**src/rtl/zhyperram_bus_arbiter.sv**
```systemverilog
// Two-requester arbiter for the shared HyperRAM pad group: exclusive grants, a fixed
// High-Z turnaround between owners, round-robin tie breaking and an optional hold limit.
module zhyperram_bus_arbiter #(
  parameter int unsigned TURN_CYCLES = 2,
  parameter int unsigned MAX_HOLD    = 1024,
  parameter int unsigned CNT_W       = 11
) (
  input  logic iClk,
  input  logic iRst_N,
  input  logic iReq1,
  input  logic iReq2,
  input  logic iDone1,
  input  logic iDone2,
  input  logic iOE1,
  input  logic iOE2,
  output logic oGnt1,
  output logic oGnt2,
  output logic oWhichWr,
  output logic oTriState,
  output logic oBusy,
  output logic oTimeout
);

  typedef enum logic [1:0] {
    ST_IDLE = 2'd0,
    ST_GNT1 = 2'd1,
    ST_GNT2 = 2'd2,
    ST_TURN = 2'd3
  } state_e;

  localparam bit               HOLD_EN   = (MAX_HOLD != 32'd0);
  localparam logic [CNT_W-1:0] HOLD_MAX  = CNT_W'(MAX_HOLD);
  localparam logic [CNT_W-1:0] HOLD_LAST = CNT_W'((MAX_HOLD == 32'd0) ? 32'd0 : MAX_HOLD - 32'd1);
  localparam logic [CNT_W-1:0] HOLD_ONE  = CNT_W'(1);
  localparam logic [3:0]       TURN_LAST = 4'(TURN_CYCLES - 32'd1);

  state_e           state_q, state_d;
  logic             last2_q, last2_d;        // 1 = requester 2 was the last owner
  logic             which_wr_q, which_wr_d;
  logic [CNT_W-1:0] hold_q, hold_d;
  logic [3:0]       turn_q, turn_d;
  logic             timeout_q, timeout_d;
  state_e           arb_s;

  // Pick the next owner; on a tie the side that did not own the bus last wins.
  function automatic state_e arbitrate(input logic req1, input logic req2, input logic last2);
    state_e res;
    if (req1 && req2) begin
      res = last2 ? ST_GNT1 : ST_GNT2;
    end else if (req1) begin
      res = ST_GNT1;
    end else if (req2) begin
      res = ST_GNT2;
    end else begin
      res = ST_IDLE;
    end
    return res;
  endfunction

  // Next-state, counter and select logic.
  always_comb begin
    state_d    = state_q;
    last2_d    = last2_q;
    which_wr_d = which_wr_q;
    hold_d     = hold_q;
    turn_d     = turn_q;
    timeout_d  = 1'b0;
    arb_s      = arbitrate(iReq1, iReq2, last2_q);

    case (state_q)
      ST_IDLE: begin
        state_d = arb_s;
        if (arb_s != ST_IDLE) begin
          hold_d     = '0;
          which_wr_d = (arb_s == ST_GNT2);
          last2_d    = (arb_s == ST_GNT2);
        end else begin
          hold_d = hold_q;
        end
      end
      ST_GNT1, ST_GNT2: begin
        // Release wins over timeout when both happen in the same cycle.
        if ((state_q == ST_GNT1) ? (iDone1 || !iReq1) : (iDone2 || !iReq2)) begin
          state_d = ST_TURN;
          turn_d  = 4'd0;
        end else if (HOLD_EN && (hold_q == HOLD_LAST) &&
                     ((state_q == ST_GNT1) ? iReq2 : iReq1)) begin
          state_d   = ST_TURN;
          turn_d    = 4'd0;
          timeout_d = 1'b1;
        end else if (hold_q != HOLD_MAX) begin
          hold_d = hold_q + HOLD_ONE;
        end else begin
          hold_d = hold_q;
        end
      end
      ST_TURN: begin
        if (turn_q == TURN_LAST) begin
          state_d = arb_s;
          if (arb_s != ST_IDLE) begin
            hold_d     = '0;
            which_wr_d = (arb_s == ST_GNT2);
            last2_d    = (arb_s == ST_GNT2);
          end else begin
            hold_d = hold_q;
          end
        end else begin
          turn_d = turn_q + 4'd1;
        end
      end
      default: begin
        state_d = ST_IDLE;
      end
    endcase
  end

  // State and counter registers with synchronous active-low reset.
  always_ff @(posedge iClk) begin
    if (!iRst_N) begin
      state_q    <= ST_IDLE;
      last2_q    <= 1'b1;
      which_wr_q <= 1'b0;
      hold_q     <= '0;
      turn_q     <= 4'd0;
      timeout_q  <= 1'b0;
    end else begin
      state_q    <= state_d;
      last2_q    <= last2_d;
      which_wr_q <= which_wr_d;
      hold_q     <= hold_d;
      turn_q     <= turn_d;
      timeout_q  <= timeout_d;
    end
  end

  assign oGnt1     = (state_q == ST_GNT1);
  assign oGnt2     = (state_q == ST_GNT2);
  assign oWhichWr  = which_wr_q;
  assign oBusy     = (state_q != ST_IDLE);
  assign oTimeout  = timeout_q;
  assign oTriState = ((state_q == ST_GNT1) && iOE1) || ((state_q == ST_GNT2) && iOE2);

endmodule

```
**config.mk**
```make
export PLATFORM = sky130hd
export DESIGN_NAME = zhyperram_bus_arbiter
export DESIGN_NICKNAME = d
export VERILOG_FILES = /design/src/rtl/zhyperram_bus_arbiter.sv
export SDC_FILE = /design/constraint.sdc
export NUM_CORES = 1
export LEC_CHECK = 0
export ABC_AREA = 1
export BUFFER_PORTS_ARGS = -buffer_cell sky130_fd_sc_hd__clkbuf_2
export CAP_MARGIN = 15
export CORE_AREA = 4 4 53 55
export CTS_BUF_LIST = sky130_fd_sc_hd__clkbuf_16
export CTS_CLUSTER_SIZE = 20
export DETAILED_ROUTE_END_ITERATION = 10
export DIE_AREA = 0 0 57 59
export PLACE_DENSITY = 0.77
export SETUP_SLACK_MARGIN = 0.5
export SYNTH_ARGS = -nofsm -noshare
export SYNTH_HDL_FRONTEND = slang
export SYNTH_SLANG_ARGS = --single-unit
```
**constraint.sdc**
```tcl
create_clock -name iClk -period 3.53 [get_ports iClk]
set_clock_uncertainty 0.2 [all_clocks]
set_input_delay 0.5295 -clock iClk [delete_from_list [all_inputs] [get_ports iClk]]
set_output_delay 0.5295 -clock iClk [all_outputs]
set_load 0.01 [all_outputs]
```
* Word-level counts from Yosys, hierarchy flattened
Index checks and enable logic that the tools add are counted.
** Word-level totals
- Register bits after elaboration :: 20
- Input port bits :: 8
- Output and inout bits :: 6
- Logic and storage cells :: 70
** Cells by class
- Add/sub/neg operators :: 2
- Equal/unequal tests :: 13
- Muxes and demuxes :: 27
- Bitwise gates (word level) :: 2
- Reductions and logical operators :: 20
** Operators with widths (number)
- two-way mux 11 bit :: 5
- one-hot mux 11 bit (3 select lines) :: 1
- two-way mux 2 bit :: 7
- two-way mux 4 bit :: 3
- adder 11 x 1 -> 11 bit (second input constant) :: 1
- == test 11 x 10 -> 1 bit (second input constant) :: 1
- inequality test 11 bit (second input constant) :: 1
- inequality test 2 bit (second input constant) :: 5
- one-hot mux 4 bit (2 select lines) :: 1
- nonzero test 2 bit :: 4
- two-way mux 1 bit :: 7
- == test 2 bit (second input constant) :: 3
- one-hot mux 2 bit (3 select lines) :: 1
- adder 4 x 1 -> 4 bit (second input constant) :: 1
- == test 4 x 1 -> 1 bit (second input constant) :: 1
- logical AND 1 bit :: 4
- one-hot mux 1 bit (2 select lines) :: 2
- AND reduction 2 bit :: 2
- AND reduction 4 bit :: 1
- logical OR 1 bit :: 3
- inequality test 3 bit (second input constant) :: 1
- AND reduction 3 bit :: 1
- OR reduction 3 bit :: 1
- == test 2 x 1 -> 1 bit (second input constant) :: 1
- other kinds (4) :: 6

* Depth between registers and ports, before layout
- Word-level depth :: 7
- Gate-level depth with buffers :: 14
- Gate-level depth less buffers :: 14

* Worst setup path before layout
OpenSTA, ideal clock, no wires.
- Kind :: flip-flop to flip-flop
- Start :: register state_q[1]
- End :: register hold_q[2]
- Library setup time :: 0.115 ns
- Data arrival time :: 1.497 ns
- Data required time :: 3.215 ns
- Setup slack :: 1.718 ns
- Stages on the path, launching flop included :: 11
- Path buffers :: 3
- Period minus slack after synthesis :: 1.812 ns
- Cells stage by stage :: dfxtp_1 -> inv_1 -> ha_1 -> buf_2 -> inv_1 -> buf_4 -> nand2_1 -> nand2_4 -> buf_6 -> a21oi_1 -> nor2_1
** On the way
- Cells in the longest elaborated chain, start to end :: 5
- Elaborated cells between the ends (all ways) :: 14
- Those cells by class :: eq/ne (7); mux (3); reduce/logical (4)
** RTL lines
- from (decl) :: RTL line 37 : state_e state_q, state_d;
- from (signal assigned) :: RTL line 127 : state_q <= state_d;
- == test 2 x 1 -> 1 bit :: RTL line 70, 83, 87
- two-way mux 1 bit :: RTL line 87 : ((state_q == ST_GNT1) ? iReq2 : iReq1)) begin
- logical AND 1 bit :: RTL line 86 : end else if (HOLD_EN && (hold_q == HOLD_LAST) &&
- inequality test 2 bit (no source line)
- AND reduction 4 bit (no source line)
- to (signal assigned) :: RTL line 130 : hold_q <= hold_d;
- to (decl) :: RTL line 40 : logic [CNT_W-1:0] hold_q, hold_d;
Parallel ways exist; a longest one is shown, timed or not.
A chain may end at the register's enable or synchronous reset.

* Worst setup path in the final report
- Start :: register state_q[1]
- End :: register hold_q[3]
Same word-level chain as after synthesis.

==> metrics.txt <==
crit end category=flop; largest net degree at the start of global routing=21; CP Cell Sequence=inv_1, ha_1, inv_1, nor2_1, nand2_2, nand2_4, nand2_4, nand2_1, a21oi_1; top_reg_cell synth=dfxtp_1; initial antenna violation count=0; Tcrit/Tclk final=60.8%; Crit path required time=3.46 ns; number of global-route vias before repair=1134; Syn Std Cell Area=1340 sq um; WS Path Type=flop to flop; std cell rows=18; Routed WL=2.70 mm; Max Slew Vio Count=0; Detail Route Antenna Nets=0; crit start category=flop; actual slew at the worst max-slew pin=0.631 ns; Max-cap violations=0; cts hold-fix bufs=0; post_cts resized=0; Crit Reg-Reg Startpoint=state_q[1]; post-detail-place hpwl=2.01 mm; worst ir drop on vdd=0.000533 V; total clock sinks=20; routability cong.=0.831; crit path DAT=2.07 ns; die span in x=57 um; Pwr Density=807 nW/um^2; P&R area growth vs syn=11.7%; core area=2390 sq um; most frequent cells in the layout=nand2_1, nor2_1, inv_1; post-synthesis sequential area ratio=30.0%; # IOs=14; Synth area leaders=dfxtp_1, nand2_1, nor2_1; Avg Inst Size Synth=6.33 sq um; H-tree Lvls=1; Critical Path Source=state_q[1]; routed vias=1262; Unique masters post-synth=22; post-synth top area cell=dfxtp_1; # DRC=0; Reg clk slew, reported paths=0.06 ns; worst stage delay on the critical path=0.43 ns; first drt pass iteration count=4; Post-Syn Nets=227; Yosys top cell area share=30.0%; CP top delay family=simple AND/OR/NAND/NOR gates; CTS tree=yes; endpoints failing hold=0; post-CTS setup buffer count=0; total gr overflow=0; Worst Path Max Fanout=16; outcome=complete, no violations; Fillers=250; total track usage=17.6%; post-DR wirelength/cell=10.8 um; area of the multi-input gates=782 sq um; number of port buffers=13; Clock Latency Late Sink=0.25 ns; via/cell ratio=5.03; CTS Buf Count=3; Lkg Pwr=0.000669 uW; Clock Path Buffers=2; HP Start=oWhichWr; async set-or-reset flop fraction in the synthesized netlist=0%; Antenna Cells=0; min cycle time layout=2.15 ns; starting density of the core=55.9%; Setup Viol. Count Final=0; FF+latch area=400 sq um; CP bufs+invs=2; setup_tns=0 ns; initial DRC count=35; first-pass GRT wire length=4.69 mm; Slew Limit Headroom=57.8%; RSZ-0062 raised after global routing=no; clock root buffer=clkbuf_16; fmax=466 MHz; post-synthesis instance total=211; layout cells sized above 1=11.3%; #FFs+latches synth=20; NumNets Final=238; Post-synth EDFFs=0; pre-CTS WS=1.41 ns; commonest non-fill, non-tap cell in the layout=nand2_1; post-route setup slack=1.38 ns; full die area=3360 sq um; Slowest cell on crit path=ha_1; die span in y=59 um; HP Class=flop to flop; Synth Warn #=0
[registers in the layout, indices dropped and copies added (netlist names)]
name	flops
oTimeout	1
hold_q	11
last2_q	1
turn_q	4
oWhichWr	1
state_q	2
[worst min-delay path, cell delays in order, from the launching register on]
cell and delay [ns]:
dfxtp_1 0.31, nand2_1 0.06, a21oi_1 0.05
[through the flow]
step	hold slack, ns	area, sq um	util [%]	power [uW]	std cells
floorplan	0.245	1340	-	818	211
global placement	0.254	1390	58.1	896	247
detailed placement	0.264	1390	58.1	899	247
CTS	0.272	1490	62.5	1210	251
global route	0.311	1490	62.5	1320	251
finish	0.265	1490	62.5	1200	251
[per-layer routing]
layer / share of wire, % / global-route usage, % / up-vias / wire (um)
li1: - / - / 689 / -
met1: 47 / 22.3 / 541 / 1270
met2: 46 / 28.9 / 27 / 1230
met3: 5.4 / 3.27 / 5 / 145
met4: 1.7 / 8.94 / 0 / 47
met5: 0 / 0 / - / 0
[synth_stat cells, types with 3 or more instances]
cell and count:
nand2_1 46, nor2_1 34, inv_1 27, nand3_1 22, dfxtp_1 20, a21oi_1 17, o21ai_0 12, ha_1 8
nand2_2 4, nor3_1 3
[cells by family (layout without fill, tap and decap cells)]
group / Yosys count / after routing / synth area share [%]
flops: 20 / 20 / 30.0
buf+inv: 34 / 44 / 11.4
xor+xnor: 2 / 2 / 1.31
simple gates: 116 / 116 / 37.9
compound gates: 31 / 31 / 11.9
fa+ha+maj: 8 / 8 / 7.50
[final cells by class]
type,count,share of cell area (%)
Tap cell,30,2.52
Inverter,27,6.80
Sequential cell,20,26.8
Clock buffer,3,5.03
Timing Repair Buffer,13,4.36
Multi-Input combinational cell,157,52.4
Clock inverter,1,2.01
[power by group]
group / switching, uW / total (uW) / leakage, uW / internal, uW
registers: 48.0 / 326 / 0.000164 / 278
clock network: 83.9 / 309 / 0.0000511 / 225
logic: 373 / 569 / 0.000454 / 196
total: 505 / 1200 / 0.000669 / 699
[path summary, 6_finish.rpt]
| check | end | slack [ns] | cells past startpoint |
|---|---|---|---|
| max | hold_q[3] | 1.38 | 9 |
| min | oWhichWr | 0.26 | 2 |
| max reg2reg | hold_q[3] | 1.38 | 9 |
| min reg2reg | oWhichWr | 0.26 | 2 |
Power figures use the tool's default switching activity.
